**src/rtl/charlieplex_pwm_scanner.sv**
```systemverilog
// Scans PIXELCOUNT LEDs, one SLOT-cycle time slot each, and gates each slot with
// PWM from a double-buffered brightness framebuffer that swaps only on frame boundaries.
module charlieplex_pwm_scanner #(
    parameter int PIXELCOUNT = 12,
    parameter int LEVELBITS  = 4,
    localparam int ADDRBITS  = (PIXELCOUNT > 1) ? $clog2(PIXELCOUNT) : 1
) (
    input  logic                 pixelclock,
    input  logic                 rst,
    input  logic                 enable,
    input  logic                 wr_en,
    input  logic [ADDRBITS-1:0]  wr_addr,
    input  logic [LEVELBITS-1:0] wr_level,
    output logic                 wr_ready,
    input  logic                 commit,
    output logic                 commit_pending,
    output logic [ADDRBITS-1:0]  pixel_index,
    output logic                 pixel_enable,
    output logic                 frame_start
);

    localparam logic [ADDRBITS-1:0] LAST_PIXEL = ADDRBITS'(PIXELCOUNT - 1);
    localparam logic [ADDRBITS:0]   PIX_LIMIT  = (ADDRBITS + 1)'(PIXELCOUNT);

    logic [LEVELBITS-1:0] front [PIXELCOUNT];
    logic [LEVELBITS-1:0] back  [PIXELCOUNT];
    logic [LEVELBITS-1:0] phase;
    logic [ADDRBITS-1:0]  pixel;
    logic                 slot_end;
    logic                 wrap;
    logic                 write_ok;

    always_comb begin
        slot_end = (phase == '1);
        wrap     = slot_end && (pixel == LAST_PIXEL);
        write_ok = wr_en && !commit_pending && ({1'b0, wr_addr} < PIX_LIMIT);
    end

    always_ff @(posedge pixelclock or posedge rst) begin
        if (rst) begin
            phase          <= '0;
            pixel          <= '0;
            commit_pending <= 1'b0;
            for (int unsigned i = 0; i < PIXELCOUNT; i++) begin
                front[i] <= '0;
                back[i]  <= '0;
            end
        end else begin
            phase <= phase + 1'b1;
            if (slot_end) begin
                pixel <= (pixel == LAST_PIXEL) ? '0 : pixel + 1'b1;
            end

            // Writes are blocked while pending, so back is stable during the copy.
            if (write_ok) begin
                back[wr_addr] <= wr_level;
            end

            if (wrap && commit_pending) begin
                for (int unsigned i = 0; i < PIXELCOUNT; i++) begin
                    front[i] <= back[i];
                end
                commit_pending <= 1'b0;
            end else if (commit && !commit_pending) begin
                commit_pending <= 1'b1;
            end
        end
    end

    // Phase SLOT-1 can never be below any level, so every slot ends with a blank cycle.
    always_comb begin
        pixel_index  = pixel;
        pixel_enable = enable && (phase < front[pixel]);
        frame_start  = (pixel == '0) && (phase == '0);
        wr_ready     = !commit_pending;
    end

endmodule

```
**config.mk**
```make
export PLATFORM = sky130hd
export DESIGN_NAME = charlieplex_pwm_scanner
export DESIGN_NICKNAME = d
export VERILOG_FILES = /design/src/rtl/charlieplex_pwm_scanner.sv
export SDC_FILE = /design/constraint.sdc
export NUM_CORES = 1
export LEC_CHECK = 0
export ABC_AREA = 1
export CAP_MARGIN = 20
export CORE_MARGIN = 3
export CORE_UTILIZATION = 55
export CTS_CLUSTER_SIZE = 10
export DETAILED_ROUTE_END_ITERATION = 12
export MAX_ROUTING_LAYER = met4
export PLACE_DENSITY_LB_ADDON = 0.05
export SYNTH_ARGS = -nofsm -noshare
export SYNTH_HDL_FRONTEND = slang
export SYNTH_SLANG_ARGS = --single-unit
export TNS_END_PERCENT = 100
```
**constraint.sdc**
```tcl
create_clock -name pixelclock -period 4.2 [get_ports pixelclock]
set_input_delay 0.84 -clock pixelclock [delete_from_list [all_inputs] [get_ports pixelclock]]
set_output_delay 0.84 -clock pixelclock [all_outputs]
set_load 0.03 [all_outputs]
```
# [After elaboration in Yosys (flattened, before gate mapping)]
# Cells that the tools add are included.
[totals] inputBits=13 output_inout_bits=8 word_cells=59 regBits=105
[op_classes] n_eq_ne=2 muxes=9 reduce_logical=12 order_cmp=5 bitwise_logic=2 addsub=2
[op_table] cell="$bwmux 48" n=1
[op_table] cell="$bmux 4 s4" n=1
[op_table] cell="$demux 4 s4" n=1
[op_table] cell="$mux 4" n=4
[op_table] cell="$ge 5x5->1 const B" n=2
[op_table] cell="$not 4->5" n=2
[op_table] cell="$add 4x1->4 const B" n=2
[op_table] cell="$eq 4x4->1 const B" n=2
[op_table] cell="$logic_and 1x1->1" n=8
[op_table] cell="$logic_not 4->1" n=2
[op_table] cell="$lt 5x1->1 const B" n=1
[op_table] cell="$lt 4x4->1" n=1
[op_table] cell="$lt 4x4->1 const B" n=1
[op_table] cell="$mux 1" n=2
[op_table] cell="$reduce_bool 2->1" n=1
[op_table] cell="$logic_not 1->1" n=1

# [Logic depth before layout (Yosys ltp)]
# Gate-level depths: netlist of the first run.
[logic_depth] word_depth=6 ltp_mapped=11 depth_no_buf=10

# [Least setup slack after synthesis of the first run]
# Ideal clock, no wire load.
[synth_path] path_type="register -> output" from="register pixel[1] (netlist: pixel_index[1])" to="output port pixel_enable" path_buffers=2 stages_incl_launch_ff=12 required_time_ns=3.360 path_slack_ns=1.070 t_arrival_ns=2.290 path_cell_list="dfrtp_1 buf_2 clkbuf_1 o21ai_0 o22ai_1 nand2_1 nand2_1 a21oi_1 ha_1 nand2_1 nand3b_1 a21oi_1"
[synth_via] elab_chain_len=6
[synth_rtl] item="start, declared" line_no="28" rtl="logic [ADDRBITS-1:0] pixel;"
[synth_rtl] item="start signal, assigned" line_no="51" rtl="pixel <= (pixel == LAST_PIXEL) ? '0 : pixel + 1'b1;"
[synth_rtl] item="$not 4->5 (not written as such)" line_no="73" rtl="pixel_enable = enable && (phase < front[pixel]);"
[synth_rtl] item="$bmux 4 s4" line_no="73"
[synth_rtl] item="$mux 4 (not written as such) (2 in series)" line_no="73"
[synth_rtl] item="$lt 4x4->1" line_no="73"
[synth_rtl] item="$logic_and 1x1->1" line_no="73"
[synth_rtl] item="end, declared" line_no="18" rtl="output logic pixel_enable,"
# Every way passes these cells. The select of a mux whose other input is x is not followed.

# [Worst setup path in the final report of the first run]
[layout_path] from="register pixel[0] (netlist: pixel_index[0])" to="output port pixel_enable"
# The elaborated chain is that of the path after synthesis.

==> results of run 1 <==
-- power by group through the flow --
| stage | Sequential (mW) | Clock, mW | Combinational (mW) |
|---|---|---|---|
| after CTS | 1.02 | 0.687 | 0.0568 |
| final | 1.02 | 0.674 | 0.0554 |
| after detailed placement | 1.04 | 0 | 0.0567 |
| after floorplan | 1.04 | 0 | 0.0301 |
| after global placement | 1.04 | 0 | 0.0557 |
| after global routing | 1.02 | 0.729 | 0.0630 |
-- kinds of logic after synthesis --
logic type,count (synthesis)
and+or+nand+nor,266
buffers and inverters,51
adders and majority gates,7
DFF,105
xor gates and xnor gates,2
AOI/OAI and AO/OA,102
-- layout by cell type, fill, tap and decap left out, drive strengths merged, types with 2 or more instances in the layout --
cell type / netlist / routed
clkbuf: 10 / 9
o22ai: 4 / 4
inv: 29 / 32
o21ai: 80 / 80
nand3: 11 / 11
a21oi: 14 / 14
o211ai: 2 / 2
a221oi: 2 / 2
clkinv: 0 / 3
dfrtp: 105 / 105
buf: 12 / 7
ha: 7 / 7
nand2: 219 / 219
clkdlybuf4s50: 0 / 20
nor2: 33 / 33
-- final cells by class --
cell class / count / area (um2) / share of cell area
clock inverter: 7 / 95.09 / 0.01890
multi-input combinational: 377 / 1693 / 0.3365
timing repair buffer: 27 / 252.7 / 0.05024
tap: 102 / 127.6 / 0.02537
sequential: 105 / 2628 / 0.5223
clock buffer: 9 / 123.9 / 0.02462
inverter: 29 / 111.4 / 0.02213
-- routing by layer --
layer / vias to the layer above / global-route usage / routed length, um
met4: 0 / 0.05616 / 143
met5: - / - / 0
met3: 12 / 0.05743 / 603
li1: 1735 / - / -
met1: 1632 / 0.3364 / 5065
met2: 82 / 0.3562 / 4541
-- how the worst max path moves through the flow --
stage	to	slack (ps)	cells after the start
floorplan	back[0]	600	1
global placement	pixel_enable	820	10
detailed placement	pixel_enable	700	10
global route	pixel_enable	80	11
finish	pixel_enable	260	10
CTS	pixel_enable	290	10
-- sequential cells by signal, summed over array words and instances, names as in the netlist --
register / cells
back: 48
front: 48
phase: 4
pixel_index: 4
commit_pending: 1
-- critical path, cell delays in order, from the launching register on --
cell,delay [ps]
dfrtp_1,510
buf_4,310
a21oi_1,100
o21ai_0,110
o21ai_0,110
a221oi_1,350
ha_1,300
nand2_1,70
nand2_1,50
a21oi_1,130
clkdlybuf4s50_1,690
==> summary.txt, run 1 <==
Placement
  – Placed cell count: between 600 and 700
  – Post-DP HPWL: around 7000 um
  – Area post-placement: roughly 4800 um2
  – Setup WS pre-CTS: around 700 ps
  – Port bufs: 20
  – Gp weighted congestion: approximately 0.87

Clocking
  – Clock latency on the worst-skew pair: 370 ps
  – Setup Buffers After CTS: 0
  – Post-CTS sizing: 0
  – Max Root-Sink Buffers: 2
  – Hold buffer count at CTS: 0
  – Clock transition at path regs: ~100 ps
  – Cts bufs inserted: 9
  – CTS tree: done
  – H-tree depth: 3
  – Clock sinks: approximately 110
  – Root Buffer: clkbuf_8

Die
  – Die area: 9443 um2
  – Die Width: about 97 um
  – Core area: approximately 7900 um2
  – Site Rows: 32
  – Initial core utilization: 0.5796
  – Io pins: 21
  – Die height: between 90 and 100 um

Yosys
  – Avg Cell Area, Syn: roughly 8.6 um2
  – Post-Syn Area: ~4600 um2
  – Syn nets: between 500 and 600
  – Area leader, netlist: dfrtp_1
  – Most frequent cell after synthesis: nand2_1
  – Synth Area in Simple Gates: 0.2318
  – Largest family of logic cells by synthesized area: simple AND/OR/NAND/NOR gates
  – Synth area leaders: dfrtp_1 (57%), nand2_1 (17%), o21ai_1 (5.9%), o21ai_0 (2.8%), nor2_1 (2.5%)
  – Ys async rst share: 1.000
  – Yosys warns: 0
  – EDFF count, synth: 0
  – Top-area cell type share of the netlist area: 0.5747
  – #FFs+latches synth: roughly 110
  – Cell count after synthesis: approximately 530
  – Commonest cells post-synth: nand2_1 (207), dfrtp_1 (105), o21ai_1 (54)
  – Post-Synth XOR/XNOR Area: 0.003831
  – Ys flop type: dfrtp_1
  – Unique masters post-synth: 26
  – Adder-Cell Fraction of Synth Area: 0.01916
  – Synth Area in Compound Gates: 0.1155
  – Sequential-to-total area share from yosys stat: 0.5747
  – Post-synthesis mux area share: 0

Power
  – Combinational share of power: 0.032
  – Switching Share: 0.2424
  – Int Pwr: between 1 and 1.5 mW
  – VDD IR max: approximately 0.00021 V
  – Power Dens Cells: 347.3 nW/um2
  – Pleak: between 2 and 2.5 nW
  – Tot Pwr: approximately 1.7 mW
  – Net Sw Power: about 0.42 mW
  – Clock Power Share: 0.386
  – Sequential share of power: 0.582

Timing
  – Clock skew: around 11 ps
  – Setup_tns: 0 ps
  – Slew Viols, Final: 0
  – Fmax: between 200 and 300 MHz
  – RSZ-0062 raised after global routing: false
  – Final critical-path share of the clock period: 0.9390
  – Hold slack: 476.3 ps
  – Slew margin rel.: 0.5218
  – Worst Tran Pin Value: roughly 720 ps
  – Tmin final: ~3900 ps
  – Crit path setup slack, layout: ~260 ps
  – Final setup vio count: 0
  – Final hold vios: 0

Min path
  – HP Class: flop to flop
  – Hold depth: 2
  – Worst Hold Path EP: front[47]
  – Beginning of the worst hold path: back[47]

Run status
  – Status: finished, final reports clean

Critical path
  – CP max FO: 26
  – Critical path launch point type: flop
  – Worst EP required: between 3000 and 4000 ps
  – Capturing point of the worst reg2reg path: front[26]
  – RR Startpoint: pixel_index[0]
  – Crit. End Element: primary output
  – Worst setup path class: flop to primary output
  – WP data arrival: 3100 ps
  – CP Launch Point: pixel_index[0]
  – Worst reg-to-reg path cell count: 9
  – R2R setup slack: approximately 1900 ps

Global route
  – Gr usage total: 0.2392
  – Initial antenna violation count: 0
  – Gr ovfl total: 0
  – Largest net degree at the start of global routing: around 60
  – Number of global-route vias before repair: approximately 3.4k
  – First-pass GRT wire length: between 15000 and 20000 um

Detailed routing
  – Initial DRC count: ~190
  – Routed WL: between 10000 and 15000 um
  – DR WL/cell: around 16 um
  – Drt pass-1 iters: 4
  – Routed Antenna Nets: 0
  – DR vias/cell: around 5.3
  – DR vias: roughly 3.5k
  – DR DRC count: 0

Layout
  – Antenna diodes: 0
  – Fin area: ~5000 um2
  – NumNets Final: approximately 570
  – Final cell utilization of the core: 0.6378
  – Layout cells sized above 1: 0.07581
  – Final Non-Filler Cells: between 600 and 700
  – Area delta synth->final: 10.04%
  – Fill cells: 664

Run
  – Number of max-cap violations: 0
Power figures use the tool's default switching activity.
==> run 2: changes to the inputs <==
--- a/config.mk
+++ b/config.mk
@@ -9,6 +9,7 @@
 export CAP_MARGIN = 20
 export CORE_MARGIN = 3
 export CORE_UTILIZATION = 55
+export CTS_CLUSTER_DIAMETER = 120
 export CTS_CLUSTER_SIZE = 10
 export DETAILED_ROUTE_END_ITERATION = 12
 export MAX_ROUTING_LAYER = met4
==> results of run 2 <==
Same layout as run 1: the final DEF is identical, and so are final timing and power.
==> run 3: changes to the inputs <==
--- a/config.mk
+++ b/config.mk
@@ -12,8 +12,8 @@
 export CTS_CLUSTER_DIAMETER = 120
 export CTS_CLUSTER_SIZE = 10
 export DETAILED_ROUTE_END_ITERATION = 12
-export MAX_ROUTING_LAYER = met4
 export PLACE_DENSITY_LB_ADDON = 0.05
+export SLEW_MARGIN = 20
 export SYNTH_ARGS = -nofsm -noshare
 export SYNTH_HDL_FRONTEND = slang
 export SYNTH_SLANG_ARGS = --single-unit
==> run 3 against run 2 <==
  * Total power down 0.11%
  * Final cell count stayed put
  * Global-route usage decreased by 0.61 points
  * Sequential power about the same
  * Maximum frequency is 0.39% higher
  * Hold slack gained 1.6 ps
  * Combinational power barely moved
  * Design area stayed put
==> summary.txt, run 3 (synthesis results as in run 1) <==
Global route
  – Number of global-route vias before repair: 3368 (-0.24%)
  – First-pass GRT wire length: 17460 um (about the same)
  – Gr ovfl total: 0 (unchanged)
  – Gr usage total: 0.2331 (-0.006112)
  – Largest net degree at the start of global routing: 59 (unchanged)
  – Initial antenna violation count: 0 (unchanged)

Timing
  – Worst Tran Pin Value: 713.3 ps (-4.050 ps)
  – Final critical-path share of the clock period: 0.9354 (-0.003625)
  – Tmin final: 3929 ps (-15.23 ps)
  – RSZ-0062 raised after global routing: false
  – Final setup vio count: 0 (unchanged)
  – Slew margin rel.: 0.5245 (+0.002700)
  – Clock skew: 10.71 ps (+0.05780 ps)
  – Setup_tns: 0 ps (unchanged)
  – Slew Viols, Final: 0 (unchanged)
  – Final hold vios: 0 (unchanged)
  – Fmax: 254.5 MHz (+0.39%)

Clocking
  – Max Root-Sink Buffers: 2 (unchanged)
  – Clock latency on the worst-skew pair: 370 ps (about the same)
  – H-tree depth: 3 (unchanged)
  – Clock sinks: 105 (unchanged)
  – CTS tree: done
  – Post-CTS sizing: 0 (unchanged)
  – Cts bufs inserted: 9 (unchanged)
  – Clock transition at path regs: 100 ps (about the same)
  – Setup Buffers After CTS: 0 (unchanged)
  – Root Buffer: clkbuf_8
  – Hold buffer count at CTS: 0 (unchanged)

Critical path
  – Cells along the critical path: buf_4, a21oi_1, o21ai_0, o21ai_0, a221oi_1, ha_1, nand2_1, nand2_1, a21oi_1, clkdlybuf4s50_1
  – CP peak stage delay: 690 ps (about the same)
  – RR Startpoint: pixel_index[0]
  – Cell family with most CP delay: buffers and inverters
  – CP max FO: 26 (unchanged)
  – Crit. End Element: primary output
  – Critical path launch point type: flop
  – Critical path's slowest cell: clkdlybuf4s50_1
  – Worst EP required: 3360 ps (about the same)
  – Worst setup path class: flop to primary output
  – Worst reg-to-reg path cell count: 9 (unchanged)
  – Capturing point of the worst reg2reg path: front[26]
  – R2R setup slack: 1900 ps (about the same)
  – WP data arrival: 3090 ps (about the same)
  – WP buf/inv: 2 (unchanged)

Die
  – Io pins: 21 (unchanged)
  – Die Width: 97.18 um (unchanged)
  – Core area: 7888 um2 (unchanged)
  – Die height: 97.18 um (unchanged)
  – Die area: 9443 um2 (unchanged)
  – Site Rows: 32 (unchanged)
  – Initial core utilization: 0.5796 (unchanged)

Run
  – Number of max-cap violations: 0 (unchanged)

Power
  – Pleak: 2.493 nW (unchanged)
  – VDD IR max: 0.0002110 V (-0.48%)
  – Tot Pwr: 1.745 mW (-0.11%)
  – Power Dens Cells: 346.9 nW/um2 (-0.11%)

Placement
  – Post-DP HPWL: 6989 um (unchanged)
  – Area post-placement: 4812 um2 (unchanged)
  – Port bufs: 20 (unchanged)
  – Gp weighted congestion: 0.8569 (-1.6%)

Layout
  – Area taken by flip-flops and latches: 2628 um2 (unchanged)
  – NumNets Final: 569 (unchanged)
  – Multi-input gate area: 1693 um2 (unchanged)
  – Most common cell after layout, fill and taps aside: nand2_1
  – Fin area: 5031 um2 (unchanged)
  – Antenna diodes: 0 (unchanged)
  – Layout cells sized above 1: 0.07581 (unchanged)
  – Most frequent cells in the layout: nand2_1 (207), dfrtp_1 (105), o21ai_1 (54)
  – Fill cells: 664 (unchanged)
  – Area delta synth->final: 10.04% (unchanged)
  – Largest registers: back: 48 flops, front: 48 flops

Detailed routing
  – DR vias/cell: 5.265 (-0.20%)
  – Routed WL: 10350 um (unchanged)
  – Initial DRC count: 198 (+2.1%)
  – DR DRC count: 0 (unchanged)
  – DR vias: 3454 (-0.20%)
  – Routed Antenna Nets: 0 (unchanged)
  – DR WL/cell: 15.78 um (unchanged)
  – Drt pass-1 iters: 5 (+1)

Min path
  – Hold depth: 2 (unchanged)
  – Beginning of the worst hold path: back[47]
  – Worst Hold Path EP: front[47]
  – HP Class: flop to flop

Run status
  – Status: finished, final reports clean
-- run 3: cell counts in the layout (fill, tap and decap cells not counted) --
No cell type changed its count.
-- run 3: layer usage --
metal  GRT usage  vias up  part of all wire  routed length, um
met5           0        -                 0                  0
met4     0.06587        0             0.020                212
met3     0.05384       16             0.054                558
met2      0.3562       80              0.44               4597
met1      0.3364     1617              0.48               4984
li1            -     1741                 -                  -
-- run 3: area by class of cell --
| type | instances | share of cell area |
|---|---|---|
| clock buffer | 9 | 0.02462 |
| clock inverter | 7 | 0.01890 |
| sequential | 105 | 0.5223 |
| inverter | 29 | 0.02213 |
| tap | 102 | 0.02537 |
| multi-input combinational | 377 | 0.3365 |
| timing repair buffer | 27 | 0.05024 |
-- run 3: per-stage QoR --
stage	worst slack, ps	util	hold WS (ps)	std cells
finish	271.5	0.6378	478.0	656
global route	77.81	0.6378	502.9	656
CTS	286.2	0.6378	484.0	656
detailed placement	700.1	0.6101	450.3	640
global placement	824.8	0.6101	448.7	640
floorplan	599.5	-	442.2	533
-- run 3: worst max path at each step --
| stage | startpoint | endpoint | cells after the start |
|---|---|---|---|
| after global routing | pixel_index[1] | pixel_enable | 11 |
| final | pixel_index[0] | pixel_enable | 10 |
| after detailed placement | pixel_index[0] | pixel_enable | 10 |
| after CTS | pixel_index[0] | pixel_enable | 10 |
| after global placement | pixel_index[0] | pixel_enable | 10 |
| after floorplan | rst | back[0] | 1 |
-- run 3: worst min-delay path, stage by stage, from the launching register on --
cell and delay (ps):
dfrtp_1 360, nand2_1 50, nand2_1 50
-- run 3: report_power, final --
part           internal (mW)  switching, mW
Combinational         0.0154         0.0399
Clock                  0.293          0.379
Sequential              1.01        0.00249
Total                   1.32          0.422
